File: src/rtl/debug_cmd_rx.sv
// Debug link receiver: 16x-oversampled 8N1 UART, ASCII hex decode, small show-ahead nibble FIFO.
// Define DEBUG_CMD_RX_PARITY_EN for 8E1 framing with an even-parity check before the stop bit.
module debug_cmd_rx #(
  parameter int unsigned DVSR    = 326,
  parameter int unsigned FIFO_AW = 2
) (
  input  logic       clk,
  input  logic       reset,
  input  logic       rx,
  input  logic       rd_rx,
  output logic [3:0] r_data,
  output logic       rx_empty,
  output logic       rx_full,
  output logic       bad_char,
  output logic       frame_err,
  output logic       overrun
);

  localparam int unsigned Depth   = 2 ** FIFO_AW;
  localparam logic [15:0] TickMax = 16'(DVSR - 1);

  localparam logic [2:0] StIdle   = 3'd0;
  localparam logic [2:0] StStart  = 3'd1;
  localparam logic [2:0] StData   = 3'd2;
  localparam logic [2:0] StStop   = 3'd3;
`ifdef DEBUG_CMD_RX_PARITY_EN
  localparam logic [2:0] StParity = 3'd4;
`endif

  // ---------------------------------------------------------------------------
  // Input synchroniser (idles high so reset does not look like a start bit)
  // ---------------------------------------------------------------------------
  logic rx_meta_q;
  logic rx_s;

  always_ff @(posedge clk) begin
    if (reset) begin
      rx_meta_q <= 1'b1;
      rx_s      <= 1'b1;
    end else begin
      rx_meta_q <= rx;
      rx_s      <= rx_meta_q;
    end
  end

  // ---------------------------------------------------------------------------
  // Oversampling tick generator
  // ---------------------------------------------------------------------------
  logic [15:0] tick_cnt_q;
  logic        tick;

  assign tick = (tick_cnt_q == TickMax);

  always_ff @(posedge clk) begin
    if (reset || tick) begin
      tick_cnt_q <= 16'd0;
    end else begin
      tick_cnt_q <= tick_cnt_q + 16'd1;
    end
  end

  // ---------------------------------------------------------------------------
  // Receive FSM
  // ---------------------------------------------------------------------------
  logic [2:0] state_q, state_d;
  logic [3:0] s_q, s_d;
  logic [2:0] n_q, n_d;
  logic [7:0] b_q, b_d;
  logic       stop_ok;
  logic       accept;
  logic       stop_err;
`ifdef DEBUG_CMD_RX_PARITY_EN
  logic       par_err_q, par_err_d;

  assign stop_ok = rx_s && !par_err_q;
`else
  assign stop_ok = rx_s;
`endif

  always_comb begin
    state_d  = state_q;
    s_d      = s_q;
    n_d      = n_q;
    b_d      = b_q;
    accept   = 1'b0;
    stop_err = 1'b0;
`ifdef DEBUG_CMD_RX_PARITY_EN
    par_err_d = par_err_q;
`endif
    case (state_q)
      StIdle: begin
        if (!rx_s) begin
          state_d = StStart;
          s_d     = 4'd0;
        end
      end
      StStart: begin
        if (tick) begin
          if (s_q == 4'd7) begin
            // Line back high at mid-start: treat as a glitch, not an error
            if (!rx_s) begin
              state_d = StData;
              s_d     = 4'd0;
              n_d     = 3'd0;
            end else begin
              state_d = StIdle;
            end
          end else begin
            s_d = s_q + 4'd1;
          end
        end
      end
      StData: begin
        if (tick) begin
          if (s_q == 4'd15) begin
            s_d = 4'd0;
            b_d = {rx_s, b_q[7:1]};
            if (n_q == 3'd7) begin
`ifdef DEBUG_CMD_RX_PARITY_EN
              state_d = StParity;
`else
              state_d = StStop;
`endif
            end else begin
              n_d = n_q + 3'd1;
            end
          end else begin
            s_d = s_q + 4'd1;
          end
        end
      end
`ifdef DEBUG_CMD_RX_PARITY_EN
      StParity: begin
        if (tick) begin
          if (s_q == 4'd15) begin
            s_d       = 4'd0;
            par_err_d = ^{b_q, rx_s};
            state_d   = StStop;
          end else begin
            s_d = s_q + 4'd1;
          end
        end
      end
`endif
      StStop: begin
        if (tick) begin
          if (s_q == 4'd15) begin
            state_d = StIdle;
            s_d     = 4'd0;
            if (stop_ok) begin
              accept = 1'b1;
            end else begin
              stop_err = 1'b1;
            end
          end else begin
            s_d = s_q + 4'd1;
          end
        end
      end
      default: state_d = StIdle;
    endcase
  end

  always_ff @(posedge clk) begin
    if (reset) begin
      state_q <= StIdle;
      s_q     <= 4'd0;
      n_q     <= 3'd0;
      b_q     <= 8'd0;
    end else begin
      state_q <= state_d;
      s_q     <= s_d;
      n_q     <= n_d;
      b_q     <= b_d;
    end
  end

`ifdef DEBUG_CMD_RX_PARITY_EN
  always_ff @(posedge clk) begin
    if (reset) begin
      par_err_q <= 1'b0;
    end else begin
      par_err_q <= par_err_d;
    end
  end
`endif

  // ---------------------------------------------------------------------------
  // ASCII hex decode of the assembled byte
  // ---------------------------------------------------------------------------
  logic       is_hex;
  logic [3:0] nibble;

  always_comb begin
    is_hex = 1'b1;
    nibble = 4'd0;
    if (b_q >= 8'h30 && b_q <= 8'h39) begin
      nibble = b_q[3:0];
    end else if ((b_q >= 8'h41 && b_q <= 8'h46) || (b_q >= 8'h61 && b_q <= 8'h66)) begin
      nibble = b_q[3:0] + 4'd9;
    end else begin
      is_hex = 1'b0;
    end
  end

  // ---------------------------------------------------------------------------
  // Nibble FIFO
  // ---------------------------------------------------------------------------
  logic [3:0]         mem_q [Depth];
  logic [FIFO_AW-1:0] wr_ptr_q, wr_ptr_d;
  logic [FIFO_AW-1:0] rd_ptr_q, rd_ptr_d;
  logic               full_q, full_d;
  logic               empty_q, empty_d;
  logic               push;
  logic               pop;
  logic               wr_en;

  assign push  = accept && is_hex;
  assign pop   = rd_rx && !empty_q;
  // A simultaneous pop frees the slot, so a push into a full FIFO still lands
  assign wr_en = push && (!full_q || pop);

  always_comb begin
    wr_ptr_d = wr_ptr_q;
    rd_ptr_d = rd_ptr_q;
    full_d   = full_q;
    empty_d  = empty_q;
    if (wr_en) begin
      wr_ptr_d = wr_ptr_q + 1'b1;
    end
    if (pop) begin
      rd_ptr_d = rd_ptr_q + 1'b1;
    end
    if (wr_en && !pop) begin
      empty_d = 1'b0;
      full_d  = (wr_ptr_d == rd_ptr_q);
    end else if (pop && !wr_en) begin
      full_d  = 1'b0;
      empty_d = (rd_ptr_d == wr_ptr_q);
    end
  end

  always_ff @(posedge clk) begin
    if (wr_en) begin
      mem_q[wr_ptr_q] <= nibble;
    end
  end

  always_ff @(posedge clk) begin
    if (reset) begin
      wr_ptr_q <= '0;
      rd_ptr_q <= '0;
      full_q   <= 1'b0;
      empty_q  <= 1'b1;
    end else begin
      wr_ptr_q <= wr_ptr_d;
      rd_ptr_q <= rd_ptr_d;
      full_q   <= full_d;
      empty_q  <= empty_d;
    end
  end

  // ---------------------------------------------------------------------------
  // Registered status pulses
  // ---------------------------------------------------------------------------
  always_ff @(posedge clk) begin
    if (reset) begin
      bad_char  <= 1'b0;
      frame_err <= 1'b0;
      overrun   <= 1'b0;
    end else begin
      bad_char  <= accept && !is_hex;
      frame_err <= stop_err;
      overrun   <= push && full_q && !pop;
    end
  end

  assign r_data   = empty_q ? 4'd0 : mem_q[rd_ptr_q];
  assign rx_empty = empty_q;
  assign rx_full  = full_q;

endmodule

File: config.mk
export PLATFORM = sky130hd
export DESIGN_NAME = debug_cmd_rx
export DESIGN_NICKNAME = d
export VERILOG_FILES = /design/src/rtl/debug_cmd_rx.sv
export SDC_FILE = /design/constraint.sdc
export NUM_CORES = 1
export LEC_CHECK = 0
export ABC_CLOCK_PERIOD_IN_PS = 2750
export CORE_MARGIN = 2
export CORE_UTILIZATION = 25
export CTS_CLUSTER_SIZE = 28
export DETAILED_ROUTE_END_ITERATION = 7
export SLEW_MARGIN = 20
export SYNTH_ARGS = -nofsm -noshare
export SYNTH_HDL_FRONTEND = slang
export SYNTH_SLANG_ARGS = --single-unit
File: constraint.sdc
create_clock -name clk -period 2.75 [get_ports clk]
set_clock_uncertainty 0.05 [all_clocks]
set_input_delay 0.4125 -clock clk [delete_from_list [all_inputs] [get_ports clk]]
set_output_delay 0.4125 -clock clk [all_outputs]
set_load 0.02 [all_outputs]
==> impl_results.md, run 1 <==
* Outcome: complete, no violations
* Total Nets Final at 323
* Relative slew slack at 60.7%
* Root buf cell: clkbuf_16
* Max frequency at 395 MHz
* Htree depth at 3
* Clk sinks at 60
* Synth Net Count at 305
* WP data arrival at 2710 ps
* Clock buffer depth at 2
* Row count at 39
* Synth cell types at 45
* Largest net degree at the start of global routing at 28
* Primary FF master, synth: dfxtp_1
* Die ar. at 12,400 um2
* Sw frac at 19.6%
* Vias in the first global route at 1,972
* Area growth, synth to finish at 20.6%
* Io pins at 13
* RSZ-0062 raised after global routing: false
* Final setup fails at 0
* Cts bufs inserted at 9
* Leak at 1.23 nW
* Routed via count at 2,046
* Slew Limit Fails at 0
* Hold Vio Cnt, Final at 0
* First-pass GRT wire length at 9.15 mm
* P per Cell Area at 575 nW/um2
* Post-layout min period at 2530 ps
* HP Class: flip-flop to flip-flop
* Sequential Power Share at 46.1%
* Maximum Capacitance Violations at 0
* Residual DRC at 0
* Clock share of power at 51.8%
* Worst EP required at 2930 ps
* Average wire per cell in the routed design at 11.6 um
* Die H at 111 um
* First drt pass iteration count at 4
* VDD IR max at 0.000284 V
* Crit Path Class: flip-flop to flip-flop
* Sequential area share after synthesis at 47.1%
* Initial Utilization at 25.5%
* Avg Cell Area, Syn at 10.0 um2
* Worst-Skew Late Latency at 330 ps
* Gr ovfl total at 0
* Routed vias/inst at 4.51
* Cts hold-fix bufs at 0
* #FFs+latches synth at 60
* Mapped cell area at 2890 um2
* Yosys warning total at 0
* Gp weighted congestion at 0.809
* Crit. End Element: flip-flop
* Detailed router's first-iteration violation count at 120
* Comb power frac at 2.1%
* Final TNS setup at 0 ps
* Reg clk slew, reported paths at 50 ps
* Final wirelength at 5.27 mm
* Worst-path fanout max at 5
* Period utilization at 92.0%
* Worst slew pin tran at 590 ps
* Net Switching at 0.393 mW
* Worst slack at placement at 212 ps
* Port buffer count at 12
* # diodes at 0
* Post-synth EDFFs at 16
* Antenna-violating nets left at 0
* GRT Util Overall at 9.07%
* HPWL after DPL at 3.76 mm
* Initial antenna violation count at 0
* Filler instances at 1,177
* TritonCTS clock tree: built
* Die Span X at 111 um
* Async S/R FF share, synth at 0%
* Core area at 11,300 um2
* Int Power at 1.61 mW
* Startpoint types: flip-flop
* Post-Syn Instances at 288
* Final setup margin at 219 ps
* Share of layout cells above drive strength 1 at 10.9%
[cell usage in the layout (no fill, tap or decap), drive strengths merged, types with 2 or more instances in the layout]
master / count
edfxtp: 16
buf: 7
xor2: 8
nor2b: 7
a21oi: 14
a211oi: 2
nand3b: 2
nand4: 4
clkdlybuf4s50: 12
o22ai: 2
or2: 2
a311oi: 2
nor4b: 3
nor4: 2
xnor2: 9
nand2: 16
and3: 5
nand3: 15
and4: 2
nor2: 37
mux4: 4
clkbuf: 15
dfxtp: 44
inv: 10
nand2b: 4
ha: 13
mux2i: 13
nor3: 4
or3: 6
o21ai: 11
and2: 9
[per-stage QoR]
step / hold WS [ps] / total power [mW] / instances / util [%] / instance area (um2)
2_1_floorplan: 339 / 0.967 / 288 / - / 2890
3_3_place_gp: 359 / 0.982 / 437 / 28.1 / 3180
3_5_place_dp: 363 / 0.983 / 437 / 28.1 / 3180
4_1_cts: 374 / 2.03 / 453 / 30.6 / 3460
5_1_grt: 400 / 2.08 / 454 / 30.8 / 3480
6_report: 375 / 2.00 / 454 / 30.8 / 3480
[what timing repair did]
| item | CTS | global route |
|---|---|---|
| resized for setup | 0 | 1 |
| setup buffers | 0 | 1 |
| setup endpoints to repair | 0 | 1 |
[power groups by stage]
stage	Combinational, mW	Sequential [mW]	Clock, mW
global route	0.0497	0.923	1.10
global placement	0.0423	0.940	0
detailed placement	0.0430	0.940	0
finish	0.0421	0.923	1.04
floorplan	0.0322	0.935	0
CTS	0.0431	0.922	1.06
[cells in the mapped netlist, drive strengths merged, types with 4 or more instances]
master | n | area share [%]
ha | 13 | 5.6
a21oi | 14 | 2.4
nor2b | 7 | 1.5
nand3 | 15 | 2.6
edfxtp | 16 | 17
nor3 | 4 | 0.69
and2 | 9 | 1.9
inv | 10 | 1.3
or3 | 6 | 1.3
mux4 | 4 | 3.1
nor2 | 37 | 4.8
dfxtp | 44 | 31
o21ai | 11 | 1.9
clkbuf | 9 | 1.2
and3 | 5 | 1.1
mux2i | 13 | 4.5
nand4 | 4 | 0.87
nand2b | 4 | 0.87
xnor2 | 9 | 2.7
nand2 | 16 | 2.1
xor2 | 8 | 2.4
[critical path, stage by stage, from the launching register on]
cell	delay [ps]
dfxtp_1	340
inv_1	110
ha_1	200
o21bai_1	70
a2111o_1	420
and2_1	210
nor4b_4	370
ha_4	270
nor2_1	90
nand2_1	60
o32ai_1	250
[final cells by class]
| class | count | area [um2] | share of cell area (%) |
|---|---|---|---|
| Clock buffer | 15 | 278 | 7.98 |
| Clock inverter | 1 | 5.00 | 0.144 |
| Inverter | 10 | 37.5 | 1.08 |
| Multi-Input combinational cell | 206 | 1450 | 41.6 |
| Sequential cell | 60 | 1360 | 39.1 |
| Tap cell | 143 | 179 | 5.14 |
| Timing Repair Buffer | 19 | 173 | 4.96 |
[per-layer routing]
metal	track usage, %	up-vias	part of all wire (%)
met5	0	-	0
met4	2.96	0	0.38
met3	4.03	4	3.9
met2	14.3	26	48
met1	11.2	962	48
li1	-	1054	-
[final timing paths]
kind,depth (start not counted),slack [ps],endpoint,start
worst max-delay path,10,220,rx_full,b_q[1]
worst min-delay path,1,380,rx_s,rx_meta_q
worst max register to register,10,220,rx_full,b_q[1]
worst min register to register,1,380,rx_s,rx_meta_q
[registers in the layout, summed over array words and instances (netlist names), 2 cells and up]
name	count
wr_ptr_q	2
rd_ptr_q	2
s_q	4
b_q	8
state_q	2
n_q	3
tick_cnt_q	16
mem_q	16
[cells by family after synthesis]
group                      after synthesis  share of synthesized area, %
adders and majority gates               13                          5.63
xor gates and xnor gates                17                          5.16
buffers and inverters                   22                          3.12
and+or+nand+nor                        119                          21.7
AOI/OAI and AO/OA                       39                          9.19
DFF                                     60                          47.1
muxes                                   18                          8.02
No activity file was read; power rests on OpenSTA's default activity.
==> run 2, diff against run 1 <==
Settings changed: GPL_TIMING_DRIVEN set to 0, SKIP_LAST_GASP set to 1.
==> run 2 against run 1 <==
Net effect:
- worst setup slack worse by 42 ps
- cell count increased by 1.5%
- routed wire length grew 7.2%
- global-route usage increased by 0.36 points
- non-clock buffer count increased by 7
- highest routed layer unchanged
- maximum frequency is 1.6% lower
- design area shrank 0.40%
- register-to-register slack worse by 40 ps
- die area stayed put
- first-iteration DRC count is 32% higher
- critical path depth did not move
- total power decreased by 3.4%
==> impl_results.md, run 2 (synthesized netlist as in run 1, its figures left out) <==
* Multi-input gate area at 1450 um2
* Routed vias/inst at 4.61
* Worst-Skew Late Latency at 320 ps
* Final hold slack at 367 ps
* Startpoint types: flip-flop
* Worst EP required at 2930 ps
* Antenna-violating nets left at 0
* Clk sinks at 60
* Maximum Capacitance Violations at 0
* Crit. End Element: flip-flop
* Final TNS setup at 0 ps
* Core area at 11,300 um2
* Leak at 1.22 nW
* Most frequent cells in the layout: dfxtp_1, nor2_1, nand2_1, edfxtp_1, nand3_1
* Port buffer count at 11
* Final non-filler cell total at 461
* HP Class: flip-flop to flip-flop
* RSZ-0062 raised after global routing: false
* TritonCTS clock tree: built
* Placed Cells incl. Taps at 442
* P per Cell Area at 558 nW/um2
* Gr ovfl total at 0
* Die Span X at 111 um
* Largest net degree at the start of global routing at 11
* Post-layout min period at 2570 ps
* First drt pass iteration count at 4
* Htree depth at 3
* VDD IR max at 0.000298 V
* Hold Vio Cnt, Final at 0
* # diodes at 0
* Cts bufs inserted at 9
* Die H at 111 um
* Worst-path fanout max at 5
* Registers with the most flip-flops: mem_q x16, tick_cnt_q x16, b_q x8
* Initial Utilization at 25.5%
* Max frequency at 389 MHz
* Row count at 39
* Relative slew slack at 63.4%
* Crit Path Class: flip-flop to flip-flop
* Filler instances at 1,184
* Period utilization at 93.6%
* HPWL after DPL at 3.96 mm
* Residual DRC at 0
* Gp weighted congestion at 0.780
* Leading cell type in the layout, fill and taps excluded: dfxtp_1
* Final setup margin at 177 ps
* Worst slew pin tran at 550 ps
* Reg clk slew, reported paths at 50 ps
* Detailed router's first-iteration violation count at 158
* Vias in the first global route at 1,962
* Root buf cell: clkbuf_16
* Average wire per cell in the routed design at 12.2 um
* Clock buffer depth at 2
* First-pass GRT wire length at 9.40 mm
* Final setup fails at 0
* Io pins at 13
* Total Nets Final at 330
* Initial antenna violation count at 0
* Outcome: complete, no violations
* Worst slack at placement at 81.3 ps
* Area growth, synth to finish at 20.1%
* Die ar. at 12,400 um2
* Share of layout cells above drive strength 1 at 10.7%
* Reg area at 1360 um2
* Slew Limit Fails at 0
* WP data arrival at 2760 ps
* Final wirelength at 5.64 mm
* GRT Util Overall at 9.43%
* Routed via count at 2,125
## run 2: cell types whose count changed in the layout (fill, tap and decap cells not counted)
cell / delta
and2_1: -1
buf_2: +2
clkbuf_1: +9
clkbuf_8: -3
clkbuf_2: +1
and2_2: +1
buf_4: -3
clkinv_2: +2
clkdlybuf4s50_1: -1
## run 2: what timing repair did
action | in CTS | in global routing
resized for setup | 0 | 2
buffers inserted | 0 | 3
hold buffers | 0 | 0
endpoints found under the setup margin | 0 | 1
## run 2: final timing paths
| path | cells after the start | slack, ps | to | start |
|---|---|---|---|---|
| worst max register to register | 10 | 180 | rx_full | b_q[1] |
| worst min register to register | 1 | 370 | rx_s | rx_meta_q |
| worst min-delay path | 1 | 370 | rx_s | rx_meta_q |
| worst max-delay path | 10 | 180 | rx_full | b_q[1] |
## run 2: area by class of cell
| type | instances | share of cell area [%] |
|---|---|---|
| flip-flops and latches | 60 | 39.2 |
| well taps | 143 | 5.16 |
| repair buffers | 14 | 3.82 |
| inverters | 10 | 1.08 |
| clock buffers | 13 | 6.93 |
| plain buffers | 12 | 1.52 |
| clock inverters | 3 | 0.433 |
| multi-input cells | 206 | 41.8 |
## run 2: power breakdown
| group | switching, mW | leakage (nW) | internal [mW] |
|---|---|---|---|
| registers | 0.00898 | 0.533 | 0.911 |
| logic | 0.0297 | 0.564 | 0.0164 |
| clock network | 0.365 | 0.127 | 0.604 |
| total | 0.403 | 1.22 | 1.53 |
## run 2: critical path, cell delays in order, from the launching register on
cell,delay (ps)
dfxtp_1,340
inv_1,110
ha_1,200
o21bai_1,70
a2111o_1,430
and2_2,240
nor4b_4,370
ha_4,270
nor2_1,100
nand2_1,60
o32ai_1,240
## run 2: per-layer routing
layer,track usage [%],up-vias,wire (um),share of wire [%]
met5,0,-,0,0
met2,15.0,28,2680,47
met1,11.9,1027,2740,49
met4,3.54,0,40,0.71
met3,3.27,4,184,3.3
li1,-,1066,-,-
## run 2: through the flow
| stage | utilization, % | instance area, um2 | total power, mW |
|---|---|---|---|
| 2_1_floorplan | - | 2890 | 0.967 |
| 3_3_place_gp | 28.1 | 3180 | 0.983 |
| 3_5_place_dp | 28.1 | 3180 | 0.984 |
| 4_1_cts | 30.3 | 3430 | 1.96 |
| 5_1_grt | 30.6 | 3470 | 2.01 |
| 6_report | 30.6 | 3470 | 1.94 |
